File: config.mk
export PLATFORM = sky130hd
export DESIGN_NAME = bist_response_analyzer_flat
export DESIGN_NICKNAME = d
export VERILOG_FILES = /design/src/rtl/bist_response_analyzer_pkg.sv /design/src/rtl/bist_response_analyzer_if.sv /design/src/rtl/bist_response_analyzer_misr_reg.sv /design/src/rtl/bist_response_analyzer.sv /design/src/flat_wrapper.sv
export SDC_FILE = /design/constraint.sdc
export NUM_CORES = 1
export LEC_CHECK = 0
export ABC_AREA = 1
export BUFFER_PORTS_ARGS = -buffer_cell sky130_fd_sc_hd__buf_2
export CAP_MARGIN = 10
export CORE_MARGIN = 3
export CORE_UTILIZATION = 43
export DETAILED_ROUTE_END_ITERATION = 8
export GPL_ROUTABILITY_DRIVEN = 0
export PLACE_DENSITY = 0.75
export SYNTH_ARGS = -nofsm -noshare
export SYNTH_HDL_FRONTEND = slang
export SYNTH_SLANG_ARGS = --single-unit
File: constraint.sdc
create_clock -name clk -period 1.5 [get_ports clk]
set_input_delay 0.375 -clock clk [delete_from_list [all_inputs] [get_ports clk]]
set_output_delay 0.375 -clock clk [all_outputs]
set_load 0.03 [all_outputs]
File: src/rtl/bist_response_analyzer_pkg.sv
// Package shared by the BIST response analyzer slice.
// Holds the FSM state encoding, the default MISR constants and the
// bit positions of the 12 observed CUT nodes inside the response vector.
package bist_response_analyzer_pkg;

    typedef enum logic [1:0] {
        ST_IDLE    = 2'd0,
        ST_COMPACT = 2'd1,
        ST_COMPARE = 2'd2,
        ST_DONE    = 2'd3
    } ra_state_e;

    localparam int          DEF_WIDTH        = 12;
    localparam int          DEF_MISR_W       = 16;
    localparam logic [15:0] DEF_POLY         = 16'h1021;
    localparam logic [15:0] DEF_SEED         = 16'h0000;
    localparam int          DEF_NUM_PATTERNS = 64;
    localparam int          DEF_CNT_W        = 7;

    // Response bit order {Z, w, u, r, s, q, p, m, l, k, h, g}, g is the LSB.
    localparam int BIT_G = 0;
    localparam int BIT_H = 1;
    localparam int BIT_K = 2;
    localparam int BIT_L = 3;
    localparam int BIT_M = 4;
    localparam int BIT_P = 5;
    localparam int BIT_Q = 6;
    localparam int BIT_S = 7;
    localparam int BIT_R = 8;
    localparam int BIT_U = 9;
    localparam int BIT_W = 10;
    localparam int BIT_Z = 11;

endpackage

File: src/rtl/bist_response_analyzer_if.sv
// Bus between the capture side (master: CUT/test controller) and the
// response analyzer (slave).
//   start, resp_valid, resp, golden  : master -> analyzer
//   resp_mask                        : master -> analyzer, only with BIST_RA_XMASK_EN
//   busy, done, pass, signature, pat_count : analyzer -> master
interface bist_response_analyzer_if #(
    parameter int WIDTH  = 12,
    parameter int MISR_W = 16,
    parameter int CNT_W  = 7
);
    logic              start;
    logic              resp_valid;
    logic [WIDTH-1:0]  resp;
    logic [MISR_W-1:0] golden;
`ifdef BIST_RA_XMASK_EN
    logic [WIDTH-1:0]  resp_mask;
`endif
    logic              busy;
    logic              done;
    logic              pass;
    logic [MISR_W-1:0] signature;
    logic [CNT_W-1:0]  pat_count;

`ifdef BIST_RA_XMASK_EN
    modport master (output start, resp_valid, resp, golden, resp_mask,
                    input  busy, done, pass, signature, pat_count);
    modport slave  (input  start, resp_valid, resp, golden, resp_mask,
                    output busy, done, pass, signature, pat_count);
`else
    modport master (output start, resp_valid, resp, golden,
                    input  busy, done, pass, signature, pat_count);
    modport slave  (input  start, resp_valid, resp, golden,
                    output busy, done, pass, signature, pat_count);
`endif
endinterface

File: src/rtl/bist_response_analyzer_misr_reg.sv
// Parameterised MISR datapath.
//   clk, rst_n : clock, synchronous active-low reset (reset loads SEED)
//   load       : load SEED (takes priority over en)
//   en         : absorb din this cycle
//   din        : response word, zero-extended to MISR_W
//   sig        : current signature
module bist_response_analyzer_misr_reg #(
    parameter int                WIDTH  = 12,
    parameter int                MISR_W = 16,
    parameter logic [MISR_W-1:0] POLY   = 16'h1021,
    parameter logic [MISR_W-1:0] SEED   = 16'h0000
) (
    input  logic              clk,
    input  logic              rst_n,
    input  logic              load,
    input  logic              en,
    input  logic [WIDTH-1:0]  din,
    output logic [MISR_W-1:0] sig
);

    logic [MISR_W-1:0] sig_r;
    logic [MISR_W-1:0] din_ext_s;

    function automatic logic [MISR_W-1:0] misr_next(input logic [MISR_W-1:0] cur,
                                                    input logic [MISR_W-1:0] data);
        logic [MISR_W-1:0] fb;
        fb = cur[MISR_W-1] ? POLY : {MISR_W{1'b0}};
        return {cur[MISR_W-2:0], 1'b0} ^ fb ^ data;
    endfunction

    // Zero-extend the response word to the register width.
    always_comb begin
        din_ext_s             = {MISR_W{1'b0}};
        din_ext_s[WIDTH-1:0]  = din;
    end

    // Signature register: reset/load to SEED, otherwise shift-and-fold.
    always_ff @(posedge clk) begin
        if (!rst_n) begin
            sig_r <= SEED;
        end else if (load) begin
            sig_r <= SEED;
        end else if (en) begin
            sig_r <= misr_next(sig_r, din_ext_s);
        end else begin
            sig_r <= sig_r;
        end
    end

    assign sig = sig_r;

endmodule

File: src/rtl/bist_response_analyzer.sv
// BIST response analyzer: compacts NUM_PATTERNS response words into a MISR
// signature and compares it with a golden value.
//   clk   : single clock, rising edge
//   rst_n : synchronous active-low reset
//   bus   : slave side of bist_response_analyzer_if (start/resp/golden in,
//           busy/done/pass/signature/pat_count out)
// Optional build macro BIST_RA_XMASK_EN adds bus.resp_mask; masked bits
// (mask=1) are forced to 0 before compaction.
module bist_response_analyzer
    import bist_response_analyzer_pkg::*;
#(
    parameter int                WIDTH        = DEF_WIDTH,
    parameter int                MISR_W       = DEF_MISR_W,
    parameter logic [MISR_W-1:0] POLY         = DEF_POLY,
    parameter logic [MISR_W-1:0] SEED         = DEF_SEED,
    parameter int                NUM_PATTERNS = DEF_NUM_PATTERNS,
    parameter int                CNT_W        = DEF_CNT_W
) (
    input  logic                    clk,
    input  logic                    rst_n,
    bist_response_analyzer_if.slave bus
);

    localparam logic [CNT_W-1:0] LAST_CNT = CNT_W'(NUM_PATTERNS - 1);

    ra_state_e        state_r;
    ra_state_e        state_next_s;
    logic             load_s;
    logic             absorb_s;
    logic [CNT_W-1:0] cnt_r;
    logic             pass_r;
    logic             busy_r;
    logic             done_r;
    logic [WIDTH-1:0] resp_eff_s;
    logic [MISR_W-1:0] sig_s;

    // Apply the optional X-mask to the incoming response.
    always_comb begin
`ifdef BIST_RA_XMASK_EN
        resp_eff_s = bus.resp & ~bus.resp_mask;
`else
        resp_eff_s = bus.resp;
`endif
    end

    // Next-state and datapath control decode.
    always_comb begin
        state_next_s = state_r;
        load_s       = 1'b0;
        absorb_s     = 1'b0;
        case (state_r)
            ST_IDLE, ST_DONE: begin
                if (bus.start) begin
                    state_next_s = ST_COMPACT;
                    load_s       = 1'b1;
                end else begin
                    state_next_s = state_r;
                end
            end
            ST_COMPACT: begin
                if (bus.resp_valid) begin
                    absorb_s = 1'b1;
                    if (cnt_r == LAST_CNT) begin
                        state_next_s = ST_COMPARE;
                    end else begin
                        state_next_s = ST_COMPACT;
                    end
                end else begin
                    state_next_s = ST_COMPACT;
                end
            end
            ST_COMPARE: begin
                state_next_s = ST_DONE;
            end
            default: begin
                state_next_s = ST_IDLE;
            end
        endcase
    end

    // State register plus busy/done registered from the next state so they
    // line up with the state they describe.
    always_ff @(posedge clk) begin
        if (!rst_n) begin
            state_r <= ST_IDLE;
            busy_r  <= 1'b0;
            done_r  <= 1'b0;
        end else begin
            state_r <= state_next_s;
            busy_r  <= (state_next_s == ST_COMPACT) || (state_next_s == ST_COMPARE);
            done_r  <= (state_next_s == ST_DONE);
        end
    end

    // Absorbed-pattern counter; the FSM leaves COMPACT on the last one so it
    // never passes NUM_PATTERNS.
    always_ff @(posedge clk) begin
        if (!rst_n) begin
            cnt_r <= {CNT_W{1'b0}};
        end else if (load_s) begin
            cnt_r <= {CNT_W{1'b0}};
        end else if (absorb_s) begin
            cnt_r <= cnt_r + {{(CNT_W-1){1'b0}}, 1'b1};
        end else begin
            cnt_r <= cnt_r;
        end
    end

    // Pass flag: cleared on (re)start, captured in COMPARE, held otherwise.
    always_ff @(posedge clk) begin
        if (!rst_n) begin
            pass_r <= 1'b0;
        end else if (load_s) begin
            pass_r <= 1'b0;
        end else if (state_r == ST_COMPARE) begin
            pass_r <= (sig_s == bus.golden);
        end else begin
            pass_r <= pass_r;
        end
    end

    bist_response_analyzer_misr_reg #(
        .WIDTH  (WIDTH),
        .MISR_W (MISR_W),
        .POLY   (POLY),
        .SEED   (SEED)
    ) u_misr_reg (
        .clk   (clk),
        .rst_n (rst_n),
        .load  (load_s),
        .en    (absorb_s),
        .din   (resp_eff_s),
        .sig   (sig_s)
    );

    assign bus.busy      = busy_r;
    assign bus.done      = done_r;
    assign bus.pass      = pass_r;
    assign bus.signature = sig_s;
    assign bus.pat_count = cnt_r;

endmodule

File: src/flat_wrapper.sv
// flat-port wrapper written by rule: the top's interface ports become plain ports
module bist_response_analyzer_flat import bist_response_analyzer_pkg::*;
#(
    parameter int                WIDTH        = DEF_WIDTH,
    parameter int                MISR_W       = DEF_MISR_W,
    parameter logic [MISR_W-1:0] POLY         = DEF_POLY,
    parameter logic [MISR_W-1:0] SEED         = DEF_SEED,
    parameter int                NUM_PATTERNS = DEF_NUM_PATTERNS,
    parameter int                CNT_W        = DEF_CNT_W
)
  (clk, rst_n, bus_start, bus_resp_valid, bus_resp, bus_golden, bus_busy, bus_done, bus_pass, bus_signature, bus_pat_count);
  bist_response_analyzer_if #(.WIDTH(WIDTH), .MISR_W(MISR_W), .CNT_W(CNT_W)) bus_i ();
  input  logic clk;
  input  logic rst_n;
  input wire logic [$bits(bus_i.start)-1:0] bus_start;
  input wire logic [$bits(bus_i.resp_valid)-1:0] bus_resp_valid;
  input wire logic [$bits(bus_i.resp)-1:0] bus_resp;
  input wire logic [$bits(bus_i.golden)-1:0] bus_golden;
  output wire logic [$bits(bus_i.busy)-1:0] bus_busy;
  output wire logic [$bits(bus_i.done)-1:0] bus_done;
  output wire logic [$bits(bus_i.pass)-1:0] bus_pass;
  output wire logic [$bits(bus_i.signature)-1:0] bus_signature;
  output wire logic [$bits(bus_i.pat_count)-1:0] bus_pat_count;
  assign bus_i.start = bus_start;
  assign bus_i.resp_valid = bus_resp_valid;
  assign bus_i.resp = bus_resp;
  assign bus_i.golden = bus_golden;
  assign bus_busy = bus_i.busy;
  assign bus_done = bus_i.done;
  assign bus_pass = bus_i.pass;
  assign bus_signature = bus_i.signature;
  assign bus_pat_count = bus_i.pat_count;
  bist_response_analyzer #(.WIDTH(WIDTH), .MISR_W(MISR_W), .POLY(POLY), .SEED(SEED), .NUM_PATTERNS(NUM_PATTERNS), .CNT_W(CNT_W)) u_core (.clk(clk), .rst_n(rst_n), .bus(bus_i));
endmodule
Word level (Yosys, flattened, before mapping). Cells that the tools add are included.

Bits in registers: 28. Input port bits: 32.

Add/subtract/negate cells: 1. Equality and inequality tests: 8. Multiplexer cells: 9. Bitwise gates (word level): 3. Reduce and logical (&&, ||, !) cells: 4.

Operators with widths (number): $eq 16x16->1 (1); $xor 16x12->16 (1); $xor 16x13->16 (1); $mux 13 (1); $eq 2x2->1 const B (4); $add 7x1->7 const B (1); $eq 7x6->1 const B (1); $mux 2 (3); $pmux 2 s3 (1); $eq 2x1->1 const B (2); $mux 1 (4); $reduce_or 2->1 (2); $logic_not 2->1 (1); $logic_or 1x1->1 (1); $not 1->1 (1).

Longest topological paths before layout.
Depth in word-level cells: 6. Gate-level depth with buffers: 11.

Cells and area by module. From an unflattened synthesis, not the netlist that was laid out.

Cells, all modules: 255. Area total of the unflattened synthesis: 1670.4 µm².

By module, submodules not included: bist_response_analyzer (instances 1, cells each 153, area each 890.9 µm², sequential area each 240.2 µm²); bist_response_analyzer_misr_reg (instances 1, cells each 102, area each 779.5 µm², sequential area each 320.3 µm²).

Least setup slack after synthesis. No wires, ideal clock.

Path kind: register -> register. Start point: register u_core.cnt_r[1] (netlist: u_core.bus.pat_count[1]). End point: register u_core.busy_r (netlist: u_core.bus.busy). Data arrival time: 1.695 ns. Data required time: 1.391 ns. Slack: -0.304 ns. Stages on the path, launching flop included: 12. Path buffers: 0. Clock period less this slack: 1.804 ns. Path through: dfxtp_1 -> ha_1 -> nand3_1 -> nor3_1 -> nand2_1 -> nand2_1 -> nand2_1 -> o21ai_0 -> inv_1 -> ha_1 -> nand2_1 -> inv_1.

Word-level cells in the longest chain between the ends: 6. Elaborated cells between the ends (all ways): 7.

Ends and longest elaborated chain: from (decl) (line bist_response_analyzer.sv:30) `logic [CNT_W-1:0] cnt_r;`; from (signal assigned) (line bist_response_analyzer.sv:99) `cnt_r <= {CNT_W{1'b0}};`; from (signal assigned) (line bist_response_analyzer.sv:101) `cnt_r <= {CNT_W{1'b0}};`; from (signal assigned) (line bist_response_analyzer.sv:103) `cnt_r <= cnt_r + {{(CNT_W-1){1'b0}}, 1'b1};`; $eq 7x6->1 * (line bist_response_analyzer.sv:63) `if (cnt_r == LAST_CNT) begin`; $mux 2 * (line bist_response_analyzer.sv:63); $mux 2 * (line bist_response_analyzer.sv:61) `if (bus.resp_valid) begin`; $pmux 2 s3 * (line bist_response_analyzer.sv:51) `case (state_r)`; $eq 2x1->1 or $eq 2x2->1 (tied branches) (line bist_response_analyzer.sv:90) `busy_r <= (state_next_s == ST_COMPACT) || (state_next_s == ST_COMPARE);`; $logic_or 1x1->1 * (line bist_response_analyzer.sv:90); to (signal assigned) (line bist_response_analyzer.sv:90); to (decl) (line bist_response_analyzer.sv:32) `logic busy_r;`.

Mark *: on every way between the ends. The rest lies on a longest branch, timed or not. A chain may end at the register's enable or synchronous reset.

Worst setup path in the final report.
Start point: register u_core.cnt_r[0] (netlist: u_core.bus.pat_count[0]). End point: register u_core.busy_r (netlist: u_core.bus.busy).

Word-level cells in the longest chain between the ends: 6. Elaborated cells between the ends (all ways): 7.

Ends and longest elaborated chain: $eq 7x6->1 * (line bist_response_analyzer.sv:63); $mux 2 * (line bist_response_analyzer.sv:63); $mux 2 * (line bist_response_analyzer.sv:61); $pmux 2 s3 * (line bist_response_analyzer.sv:51); net u_core.state_next_s[1] (line bist_response_analyzer.sv:27) `ra_state_e state_next_s;`; $eq 2x1->1 or $eq 2x2->1 (tied branches) (line bist_response_analyzer.sv:90); $logic_or 1x1->1 * (line bist_response_analyzer.sv:90).

The timed path passes the listed nets; every way through them passes the cells marked *.

==> impl_metrics.yaml <==
power:
  p_leak_nw: 0.978
  powerDensity_nw_per_um2: 745
  ir_drop_mv: 0.450
place:
  placed_area_um2: 1910
  post-place-cells: 314
  io_buffers: 57
  dp_hpwl_um: 2670
final_layout:
  diodes: 0
  area_delta_synth_final_pct: 35.8
  fin_nets: 315
  design_area_um2: 2010
  multi_input_area_um2: 842
  seqCellArea_um2: 572
  nFillCells: 317
  instances_no_fill: 322
  drive_above_1_share_pct: 33.8
critical_path:
  rrSetupSlack_ns: 0.05
  startpoint_type: "register"
  crit_path_end_kind: "register"
  regToRegStartpoint: "u_core.bus.pat_count[0]"
  path_max_fanout: 2
  critPathArrivalTime_ns: 1.70
  worstPathRequired_ns: 1.75
  crit_type: "reg -> reg"
  ff2ff_path_depth: 10
  r2r_end: "u_core.bus.busy"
synthesis:
  synth-compound-area-share_pct: 16.7
  synthXorXnorAreaFrac_pct: 11.2
  synth-adder-area-share_pct: 3.38
  yosysTopAreaCell: "dfxtp_1"
  yosysTopAreaCellShare_pct: 37.9
  yosys_warnings: 0
  ys_seq_area_share_pct: 37.9
  synth_top_family_by_area: "simple AND/OR/NAND/NOR gates"
  synth.area.mux_share_pct: 0
  synth_area_leaders: "dfxtp_1 (38%), nand2_1 (11%), xnor2_1 (8.3%)"
  syn-instance-count: 209
  synth_cell_type_count: 19
  synth-seq-cells: 28
  avgSynthCellArea_um2: 7.08
  synthesis.area_um2: 1480
  yosys.area_share.simple_pct: 21.0
  synth_nets: 245
grt:
  grtUsageMet1_pct: 21.5
  busiest_layer: "met2"
  met3_usage_pct: 4.68
  gr-total-overflow: 0
  track_usage_pct: 17.0
  grt_max_degree: 23
  antenna_found_initial: 0
  grt_use_met2_pct: 28.7
  grt_pass1_vias: 1306
  grt_pass1_wl_um: 5700
status:
  status: "finished clean"
sta:
  finalCriticalPeriod_ns: 1.45
  slew_headroom_pct: 84.7
  rsz0062_at_grt: "true"
  worst_slew_pin_slew_ns: 0.228
  slew_viol_final: 0
  fin_skew_ns: 0.0155
  fmax_mhz: 688
  finalCritPeriodShare_pct: 96.9
  hold_viol_final: 0
  final-setup-viol-count: 0
floorplan:
  start_util_pct: 46.6
  core_um2: 3180
  fp.dieW_um: 64.7
  rows: 20
  die_h_um: 64.7
  dieArea_um2: 4180
  io_pins: 58
min_path:
  hold_depth: 3
  hold_path_startpoint: "rst_n"
  hp-class: "in -> reg"
  whs_endpoint: "u_core.bus.done"
clock_tree:
  clk_latency_ns: 0.34
  clockRootBuffer: "clkbuf_4"
  cts_hold_buf: 0
  cts_tree: "yes"
  numCtsBuffers: 3
  clk_pin_slew_ns: 0.15
  htree_levels: 1
  cts_sinks: 28
  clock_path_buffers: 2
drt:
  wl_per_cell_um: 10.8
  dr_total_vias: 1500
  first_iter_violations: 76
  drt_wl_total_um: 3470
  routed_via_density: 4.66
  drt_pass1_iterations: 4
  drc: 0
  ant_nets: 0
run:
  cap_violations: 0
==> cell usage in the layout (no fill, tap or decap) <==
master    count
a21oi_1      23
a21oi_4       1
a221oi_1      1
buf_12        1
buf_2        57
buf_4        12
clkbuf_1      1
clkbuf_4      3
dfxtp_1      23
dfxtp_2       3
dfxtp_4       2
ha_2          2
ha_4          2
inv_1        28
inv_2         4
nand2_1      44
nand2_4       1
nand3_1       6
nand3_2       1
nand3_4       1
nor2_1       17
nor2_2        1
nor3_4        2
o21ai_0      21
o21ai_1       1
o21ai_2       1
xnor2_1      14
xor2_1        5
==> per-stage QoR <==
| stage | setup slack [ns] | util [%] | setup TNS, ns | hold WS, ns | power [mW] |
|---|---|---|---|---|---|
| finish | 0.0472 | 63.3 | 0 | 0.254 | 1.50 |
| global placement | -0.0193 | 60.1 | -0.0193 | 0.450 | 1.17 |
| global route | -0.0723 | 63.3 | -0.0906 | 0.247 | 1.59 |
| detailed placement | -0.0375 | 60.1 | -0.0375 | 0.462 | 1.17 |
| floorplan | -0.0468 | - | -0.0468 | 0.468 | 1.04 |
| CTS | -0.00356 | 61.4 | -0.00356 | 0.240 | 1.50 |
==> what timing repair did <==
item,4_1_cts,5_1_grt
gates resized for setup,0,11
pin swaps,3,0
setup buffers,2,2
endpoints found under the hold margin,0,0
endpoints found under the setup margin,1,23
==> critical path, stage by stage (launching register included) <==
cell	delay (ns)
dfxtp_4	0.39
ha_4	0.15
nand3_4	0.09
nor3_4	0.13
nand3_1	0.08
nand2_1	0.06
nand2_1	0.06
nand2_1	0.11
ha_4	0.21
nand2_1	0.05
inv_1	0.03
==> synth_stat cells <==
| library cell | count |
|---|---|
| nor3_1 | 1 |
| buf_2 | 4 |
| xnor2_1 | 14 |
| nand2_4 | 1 |
| ha_1 | 4 |
| nor2_1 | 18 |
| clkbuf_2 | 1 |
| a21oi_1 | 23 |
| xor2_1 | 5 |
| nand3_1 | 7 |
| a221oi_1 | 1 |
| nand3_2 | 1 |
| nand2_1 | 44 |
| o21ai_0 | 23 |
| a21oi_2 | 1 |
| inv_1 | 29 |
| inv_2 | 3 |
| dfxtp_1 | 28 |
| nor3_4 | 1 |
==> worst max path at each step <==
stage | start | endpoint | slack, ns
final | u_core.bus.pat_count[0] | u_core.bus.busy | 0.05
after global routing | u_core.bus.pat_count[0] | u_core.bus.busy | -0.07
after CTS | u_core.bus.pat_count[0] | u_core.bus.busy | -0.004
after detailed placement | u_core.bus.pat_count[1] | u_core.bus.busy | -0.04
after global placement | u_core.bus.pat_count[1] | u_core.bus.busy | -0.02
after floorplan | u_core.bus.pat_count[1] | u_core.bus.busy | -0.05
==> layer usage <==
| metal | part of all wire (%) | vias up |
|---|---|---|
| li1 | - | 795 |
| met1 | 44 | 663 |
| met2 | 50 | 38 |
| met3 | 5.4 | 4 |
| met4 | 0.78 | 0 |
| met5 | 0 | - |
==> registers in the layout, indices dropped and copies added (netlist names) <==
register	count
u_core.bus.busy	1
u_core.bus.done	1
u_core.bus.pass	1
u_core.bus.pat_count	7
u_core.state_r	2
u_core.u_misr_reg.sig	16
==> where the power goes <==
part | internal (mW) | switching (mW) | total (mW)
logic | 0.155 | 0.215 | 0.370
registers | 0.772 | 0.0285 | 0.801
clock network | 0.105 | 0.223 | 0.327
total | 1.03 | 0.466 | 1.50
==> layout make-up <==
class                      instances  share of cell area [%]
clock buffer                       4                    1.31
sequential                        28                    28.4
timing repair buffer              70                    19.7
multi-input combinational        144                    41.9
inverter                          32                    5.97
tap                               44                    2.74
==> logic make-up after synthesis <==
kind of cell / Yosys count
flip-flops: 28
adder cells (fa/ha/maj): 4
AND/OR/NAND/NOR: 73
buffers and inverters: 37
AO/OA/AOI/OAI: 48
XOR/XNOR: 19
No activity file was read; power rests on OpenSTA's default activity.
